File: config.mk
export PLATFORM = sky130hd
export DESIGN_NAME = fir_decimator
export DESIGN_NICKNAME = d
export VERILOG_FILES = /design/src/rtl/fir_decimator.sv
export SDC_FILE = /design/constraint.sdc
export NUM_CORES = 1
export LEC_CHECK = 0
export ABC_CLOCK_PERIOD_IN_PS = 3100
export CAP_MARGIN = 20
export CORE_UTILIZATION = 47
export CTS_BUF_LIST = sky130_fd_sc_hd__clkbuf_8
export CTS_CLUSTER_SIZE = 28
export DETAILED_ROUTE_END_ITERATION = 6
export PLACE_DENSITY_LB_ADDON = 0.1
export SLEW_MARGIN = 20
export SYNTH_ARGS = -nofsm -noshare
export SYNTH_HDL_FRONTEND = slang
export SYNTH_SLANG_ARGS = --single-unit
File: constraint.sdc
create_clock -name clk -period 3.1 [get_ports clk]
set_input_delay 0.62 -clock clk [delete_from_list [all_inputs] [get_ports clk]]
set_output_delay 0.62 -clock clk [all_outputs]
set_load 0.02 [all_outputs]
File: src/rtl/fir_decimator.sv
// rtl/fir_decimator.sv - block-average decimator with output FIFO and sticky overflow
module fir_decimator #(
  parameter int DATA_W     = 8,
  parameter int DECIM_LOG2 = 2,
  parameter int FIFO_DEPTH = 8
) (
  input  logic                                clk,
  input  logic                                rst_n,
  input  logic                                in_valid,
  input  logic signed [DATA_W-1:0]            in_sig,
  output logic                                out_valid,
  input  logic                                out_ready,
  output logic signed [DATA_W-1:0]            out_sig,
  output logic [$clog2(FIFO_DEPTH):0]         fifo_level,
  output logic                                overflow,
  input  logic                                clr_ovf
);

  localparam int DECIM = 1 << DECIM_LOG2;
  localparam int ACC_W = DATA_W + DECIM_LOG2;
  localparam int PH_W  = (DECIM_LOG2 > 0) ? DECIM_LOG2 : 1;
  localparam int PTR_W = $clog2(FIFO_DEPTH);
  localparam int LVL_W = PTR_W + 1;

  logic [PH_W-1:0]         phase;
  logic signed [ACC_W-1:0] acc;
  logic signed [ACC_W-1:0] in_ext;
  logic signed [ACC_W-1:0] sum;
  logic [DATA_W-1:0]       result;
  logic                    last;

  logic [DATA_W-1:0]       mem [FIFO_DEPTH];
  logic [PTR_W-1:0]        wr_ptr;
  logic [PTR_W-1:0]        rd_ptr;
  logic [LVL_W-1:0]        level;
  logic                    push;
  logic                    pop;
  logic                    full;
  logic                    accept;
  logic                    drop;

  // Accumulator is DECIM_LOG2 bits wider than a sample, so a full block cannot overflow it.
  assign in_ext = ACC_W'(in_sig);
  assign sum    = ((phase == '0) ? '0 : acc) + in_ext;
  assign result = DATA_W'(sum >>> DECIM_LOG2);
  assign last   = (phase == PH_W'(DECIM - 1));

  always_ff @(posedge clk or negedge rst_n) begin
    if (!rst_n) begin
      phase <= '0;
      acc   <= '0;
    end else if (in_valid) begin
      phase <= last ? '0 : phase + PH_W'(1);
      acc   <= last ? '0 : sum;
    end
  end

  assign push   = in_valid && last;
  assign pop    = out_valid && out_ready;
  assign full   = (level == LVL_W'(FIFO_DEPTH));
  // A pop on the same edge frees the head slot, so a full FIFO can still take the push.
  assign accept = push && (!full || pop);
  assign drop   = push && full && !pop;

  always_ff @(posedge clk) begin
    if (accept) mem[wr_ptr] <= result;
  end

  always_ff @(posedge clk or negedge rst_n) begin
    if (!rst_n) begin
      wr_ptr   <= '0;
      rd_ptr   <= '0;
      level    <= '0;
      overflow <= 1'b0;
    end else begin
      if (accept) wr_ptr <= wr_ptr + PTR_W'(1);
      if (pop)    rd_ptr <= rd_ptr + PTR_W'(1);
      case ({accept, pop})
        2'b10:   level <= level + LVL_W'(1);
        2'b01:   level <= level - LVL_W'(1);
        default: level <= level;
      endcase
      if (drop)         overflow <= 1'b1;
      else if (clr_ovf) overflow <= 1'b0;
    end
  end

  assign out_valid  = (level != '0);
  assign out_sig    = out_valid ? mem[rd_ptr] : '0;
  assign fifo_level = level;

endmodule

==> impl_results.html <==
<table>
<tr><th>Metric</th><th>Value</th></tr>
<tr><th colspan="2">Finish</th></tr>
<tr><td>Antenna cells</td><td>0</td></tr>
<tr><td>Final core area utilization</td><td>0.5858</td></tr>
<tr><td>Synthesis-to-layout area growth</td><td>20.41%</td></tr>
<tr><td>Area taken by flip-flops and latches</td><td>0.002497 mm²</td></tr>
<tr><td>Area occupied by multi-input gates</td><td>between 0.001 and 0.0015 mm²</td></tr>
<tr><td>Layout filler cell count</td><td>648</td></tr>
<tr><td>Nets@finish</td><td>362</td></tr>
<tr><td>Share of final-layout standard cells stronger than drive strength 1</td><td>0.2083</td></tr>
<tr><th colspan="2">Worst setup path</th></tr>
<tr><td>CP Launch Type</td><td>flip-flop</td></tr>
<tr><td>Maximum fanout along the worst path</td><td>18</td></tr>
<tr><td>Data arrival time of the critical path</td><td>2.23 ns</td></tr>
<tr><td>Slack of the worst reg-to-reg path</td><td>0.27 ns</td></tr>
<tr><td>Critical Path End Type</td><td>output pin</td></tr>
<tr><td>Worst Path Class, Setup</td><td>reg2out</td></tr>
<tr><td>Required time reported for the critical path endpoint</td><td>between 2 and 2.5 ns</td></tr>
<tr><th colspan="2">Clocking</th></tr>
<tr><td>TritonCTS sink count</td><td>87</td></tr>
<tr><td>PostCTS Resize Cnt</td><td>0</td></tr>
<tr><td>Total clock buffers created by CTS</td><td>9</td></tr>
<tr><td>Clock root buffer</td><td>sky130_fd_sc_hd__clkbuf_8</td></tr>
<tr><td>Number of buffers on the longest clock path</td><td>2</td></tr>
<tr><td>Total setup buffers inserted after CTS</td><td>0</td></tr>
<tr><td>TritonCTS clock tree</td><td>built</td></tr>
<tr><td>Number of buffers inserted for hold repair after clock tree synthesis</td><td>0</td></tr>
<tr><td>Clk slew on worst S/H paths</td><td>0.09 ns</td></tr>
<tr><td>Clock insertion delay at the later pin of the skew report</td><td>0.35 ns</td></tr>
<tr><td>Max H-tree Level</td><td>3</td></tr>
<tr><th colspan="2">STA</th></tr>
<tr><td>Clk_skew</td><td>about 0.0089 ns</td></tr>
<tr><td>Final Cycle Share</td><td>0.9201</td></tr>
<tr><td>Time the worst path needs with I/O delays and setup</td><td>between 2 and 3 ns</td></tr>
<tr><td>Final-report hold violation count</td><td>0</td></tr>
<tr><td># setup viols final</td><td>0</td></tr>
<tr><td>RSZ-0062 raised after global routing</td><td>false</td></tr>
<tr><td>Accumulated negative setup slack</td><td>0 ns</td></tr>
<tr><td>Actual transition at the worst max-transition pin</td><td>0.7504 ns</td></tr>
<tr><td>Max frequency</td><td>350.6 MHz</td></tr>
<tr><td>Number of max-slew violations in the final report</td><td>0</td></tr>
<tr><td>Worst relative slew slack</td><td>0.4961</td></tr>
<tr><th colspan="2">Yosys</th></tr>
<tr><td>Post-synthesis sequential area ratio</td><td>0.6247</td></tr>
<tr><td>Synthesized area</td><td>0.003998 mm²</td></tr>
<tr><td>Synth top area cells</td><td>sky130_fd_sc_hd__edfxtp_1, sky130_fd_sc_hd__dfrtp_1, sky130_fd_sc_hd__mux4_2, sky130_fd_sc_hd__ha_1, sky130_fd_sc_hd__nor2_1</td></tr>
<tr><td>Cell type with the highest aggregate area in the netlist</td><td>sky130_fd_sc_hd__edfxtp_1</td></tr>
<tr><td>Synthesized area per cell</td><td>14.38 µm²</td></tr>
<tr><td>Total number of yosys warnings</td><td>0</td></tr>
<tr><td>Number of distinct library cells after synthesis</td><td>39</td></tr>
<tr><td>Synth top area share</td><td>0.4808</td></tr>
<tr><td>Synthesized instance count</td><td>278</td></tr>
<tr><td>Synthesis-stage register bit count</td><td>87</td></tr>
<tr><td>Syn_nets</td><td>308</td></tr>
<tr><th colspan="2">Floorplanning</th></tr>
<tr><td>Number of placement rows</td><td>33</td></tr>
<tr><td>Placeable Area</td><td>0.008217 mm²</td></tr>
<tr><td>IO Count</td><td>27</td></tr>
<tr><td>Chip height</td><td>94.23 µm</td></tr>
<tr><td>DIE WIDTH</td><td>94.23 µm</td></tr>
<tr><td>Die area</td><td>0.008878 mm²</td></tr>
<tr><td>Initial Utilization</td><td>0.4865</td></tr>
<tr><th colspan="2">Global routing</th></tr>
<tr><td>Wire length of the first global-routing pass</td><td>12000 µm</td></tr>
<tr><td>Total global routing overflow</td><td>0</td></tr>
<tr><td>Highest-utilization routing layer at the global route stage</td><td>met2</td></tr>
<tr><td>Initial antenna violation count</td><td>0</td></tr>
<tr><td>Maximum number of pins on one net before global-route repair</td><td>24</td></tr>
<tr><td>GR met3 Demand/Resource</td><td>0.03398</td></tr>
<tr><td>Combined global-route utilization of all metal layers</td><td>0.1908</td></tr>
<tr><td>GR Layer Usage met1</td><td>0.2570</td></tr>
<tr><td>Met2 Use GR</td><td>0.3056</td></tr>
<tr><td>Number of global-route vias before repair</td><td>approximately 2300</td></tr>
<tr><th colspan="2">Outcome</th></tr>
<tr><td>Outcome</td><td>finished clean</td></tr>
<tr><th colspan="2">Detailed routing</th></tr>
<tr><td>Vias per cell</td><td>5.220</td></tr>
<tr><td>Sum of routed wire length over all layers</td><td>7454 µm</td></tr>
<tr><td>Post-detailed-route DRC marker count</td><td>0</td></tr>
<tr><td>Drt first-iter violations</td><td>109</td></tr>
<tr><td>Vias after detailed routing</td><td>2302</td></tr>
<tr><td>Antenna violation net count after detailed routing</td><td>0</td></tr>
<tr><td>Detailed-routing iteration count for the pre-antenna-repair pass</td><td>4</td></tr>
<tr><td>Wire length per cell</td><td>16.90 µm</td></tr>
<tr><th colspan="2">Flow run</th></tr>
<tr><td>Reported max-cap violation count</td><td>0</td></tr>
<tr><th colspan="2">Placed design</th></tr>
<tr><td>Weighted congestion reported at the end of routability-driven placement</td><td>around 0.8</td></tr>
<tr><td>DPL Wire Length</td><td>5229 µm</td></tr>
<tr><td>Count of port buffers added during placement</td><td>26</td></tr>
<tr><th colspan="2">Power</th></tr>
<tr><td>Switching share of power</td><td>0.3538</td></tr>
<tr><td>Clock network fraction of total power</td><td>0.176</td></tr>
<tr><td>Combinational share of power</td><td>0.440</td></tr>
<tr><td>Worst-case vdd ir drop</td><td>499.7 µV</td></tr>
<tr><td>Register share of total power</td><td>0.384</td></tr>
<tr><td>Internal power component</td><td>3.162 mW</td></tr>
<tr><td>Leakage</td><td>1.861 nW</td></tr>
<tr><td>P_sw</td><td>1.731 mW</td></tr>
<tr><td>Pwr per Cell Area</td><td>1017 mW/mm²</td></tr>
<tr><th colspan="2">Worst hold path</th></tr>
<tr><td>Hold Crit Class</td><td>reg2reg</td></tr>
</table>
[cells in the final DEF (no fill, tap or decap), types with 2 or more instances in the layout]
master,count
sky130_fd_sc_hd__inv_1,20
sky130_fd_sc_hd__nand3b_1,4
sky130_fd_sc_hd__nor2b_1,2
sky130_fd_sc_hd__mux2i_1,10
sky130_fd_sc_hd__nand2b_1,5
sky130_fd_sc_hd__dfrtp_1,23
sky130_fd_sc_hd__xor2_1,4
sky130_fd_sc_hd__o21ai_0,10
sky130_fd_sc_hd__xnor2_1,10
sky130_fd_sc_hd__buf_12,3
sky130_fd_sc_hd__a21oi_2,2
sky130_fd_sc_hd__mux4_2,16
sky130_fd_sc_hd__ha_1,15
sky130_fd_sc_hd__bufinv_16,2
sky130_fd_sc_hd__nor3_1,3
sky130_fd_sc_hd__nand3_1,2
sky130_fd_sc_hd__a21oi_1,8
sky130_fd_sc_hd__clkdlybuf4s50_1,26
sky130_fd_sc_hd__nand2_1,12
sky130_fd_sc_hd__clkbuf_8,9
sky130_fd_sc_hd__fa_1,2
sky130_fd_sc_hd__o22ai_1,6
sky130_fd_sc_hd__nor2_1,30
sky130_fd_sc_hd__buf_4,24
sky130_fd_sc_hd__mux2_2,3
sky130_fd_sc_hd__edfxtp_1,64
sky130_fd_sc_hd__o21bai_1,2
sky130_fd_sc_hd__inv_2,2
[worst paths after layout]
path / start / to / cells after the start
worst max register to register: phase[0]$_DFFE_PN0P_ / mem[1][6]$_DFFE_PP_ / 12
max in group asynchronous: rst_n / wr_ptr[1]$_DFFE_PN0P_ / 2
worst max-delay path: rd_ptr[0]$_DFFE_PN0P_ / out_sig[0] / 5
worst min-delay path: overflow$_DFFE_PN0P_ / overflow$_DFFE_PN0P_ / 2
min in group asynchronous: rst_n / phase[0]$_DFFE_PN0P_ / 2
worst min register to register: overflow$_DFFE_PN0P_ / overflow$_DFFE_PN0P_ / 2
[logic make-up after synthesis]
family	share of synthesized area
fa+ha+maj	0.05696
compound gates	0.04820
simple gates	0.08263
mux	0.1236
buf+inv	0.03099
xor+xnor	0.03286
flops	0.6247
[power groups by stage]
| stage | combinational (mW) | sequential, mW | clock, mW |
|---|---|---|---|
| 2_1_floorplan | 1.41 | 1.86 | 0 |
| 3_3_place_gp | 2.13 | 1.91 | 0 |
| 3_5_place_dp | 2.16 | 1.91 | 0 |
| 4_1_cts | 2.17 | 1.88 | 0.881 |
| 5_1_grt | 2.39 | 1.91 | 0.930 |
| 6_report | 2.15 | 1.88 | 0.861 |
[registers in the layout, indices dropped and copies added (netlist names)]
signal / cells
overflow: 1
rd_ptr: 3
phase: 2
mem: 64
acc: 10
wr_ptr: 3
fifo_level: 4
[per-stage QoR]
step	setup WS [ns]	hold WS, ns	area (µm²)	instances	total power, mW
3_3_place_gp	0.04274	0.5065	4588	426	4.038
4_1_cts	0.07939	0.5402	4806	441	4.936
3_5_place_dp	0.008075	0.5146	4588	426	4.071
5_1_grt	0.02675	0.5548	4813	441	5.225
6_report	0.2476	0.5364	4813	441	4.893
2_1_floorplan	0.3728	0.3244	3998	278	3.276
[layout make-up]
cell class | count | share of cell area
sequential | 87 | 0.5188
multi-input combinational | 159 | 0.2875
timing repair buffer | 53 | 0.1040
tap | 105 | 0.02729
clock buffer | 9 | 0.02573
clock inverter | 6 | 0.01950
inverter | 22 | 0.01716
[metal layers]
metal  vias to the layer above  wire [µm]
met1                      1141       3498
met2                        35       3619
met5                         -          0
li1                       1114          -
met4                         0        130
met3                        12        204
[worst max-delay path, stage by stage (launching register included)]
cell and delay, ns:
sky130_fd_sc_hd__dfrtp_1 0.38, sky130_fd_sc_hd__buf_12 0.19, sky130_fd_sc_hd__mux4_2 0.52, sky130_fd_sc_hd__mux2i_1 0.19, sky130_fd_sc_hd__nor2_1 0.06, sky130_fd_sc_hd__clkdlybuf4s50_1 0.53
[Yosys cell counts]
| library cell | n |
|---|---|
| sky130_fd_sc_hd__nand3b_1 | 4 |
| sky130_fd_sc_hd__and4_1 | 1 |
| sky130_fd_sc_hd__dfrtp_1 | 23 |
| sky130_fd_sc_hd__nor3_1 | 3 |
| sky130_fd_sc_hd__xor2_1 | 5 |
| sky130_fd_sc_hd__mux2_2 | 3 |
| sky130_fd_sc_hd__o21ai_0 | 10 |
| sky130_fd_sc_hd__nand2_4 | 1 |
| sky130_fd_sc_hd__edfxtp_1 | 64 |
| sky130_fd_sc_hd__ha_1 | 15 |
| sky130_fd_sc_hd__xnor2_1 | 10 |
| sky130_fd_sc_hd__clkbuf_1 | 5 |
| sky130_fd_sc_hd__and3_1 | 1 |
| sky130_fd_sc_hd__o21bai_1 | 2 |
| sky130_fd_sc_hd__nor3b_1 | 1 |
| sky130_fd_sc_hd__nor2_1 | 30 |
| sky130_fd_sc_hd__buf_1 | 2 |
| sky130_fd_sc_hd__nor4_4 | 1 |
| sky130_fd_sc_hd__nor2b_1 | 2 |
| sky130_fd_sc_hd__fa_1 | 2 |
| sky130_fd_sc_hd__inv_2 | 1 |
| sky130_fd_sc_hd__and2_1 | 1 |
| sky130_fd_sc_hd__a21oi_1 | 8 |
| sky130_fd_sc_hd__mux2i_1 | 10 |
| sky130_fd_sc_hd__o32ai_1 | 1 |
| sky130_fd_sc_hd__nand2b_1 | 5 |
| sky130_fd_sc_hd__or3_1 | 1 |
| sky130_fd_sc_hd__o21a_1 | 1 |
| sky130_fd_sc_hd__buf_2 | 2 |
| sky130_fd_sc_hd__inv_1 | 21 |
| sky130_fd_sc_hd__nand2_2 | 1 |
| sky130_fd_sc_hd__nand3_1 | 2 |
| sky130_fd_sc_hd__a21oi_2 | 2 |
| sky130_fd_sc_hd__nand2_1 | 12 |
| sky130_fd_sc_hd__o22ai_1 | 6 |
| sky130_fd_sc_hd__clkbuf_2 | 1 |
| sky130_fd_sc_hd__a21o_1 | 1 |
| sky130_fd_sc_hd__mux4_2 | 16 |
| sky130_fd_sc_hd__a21o_2 | 1 |
Power figures use the tool's default switching activity.
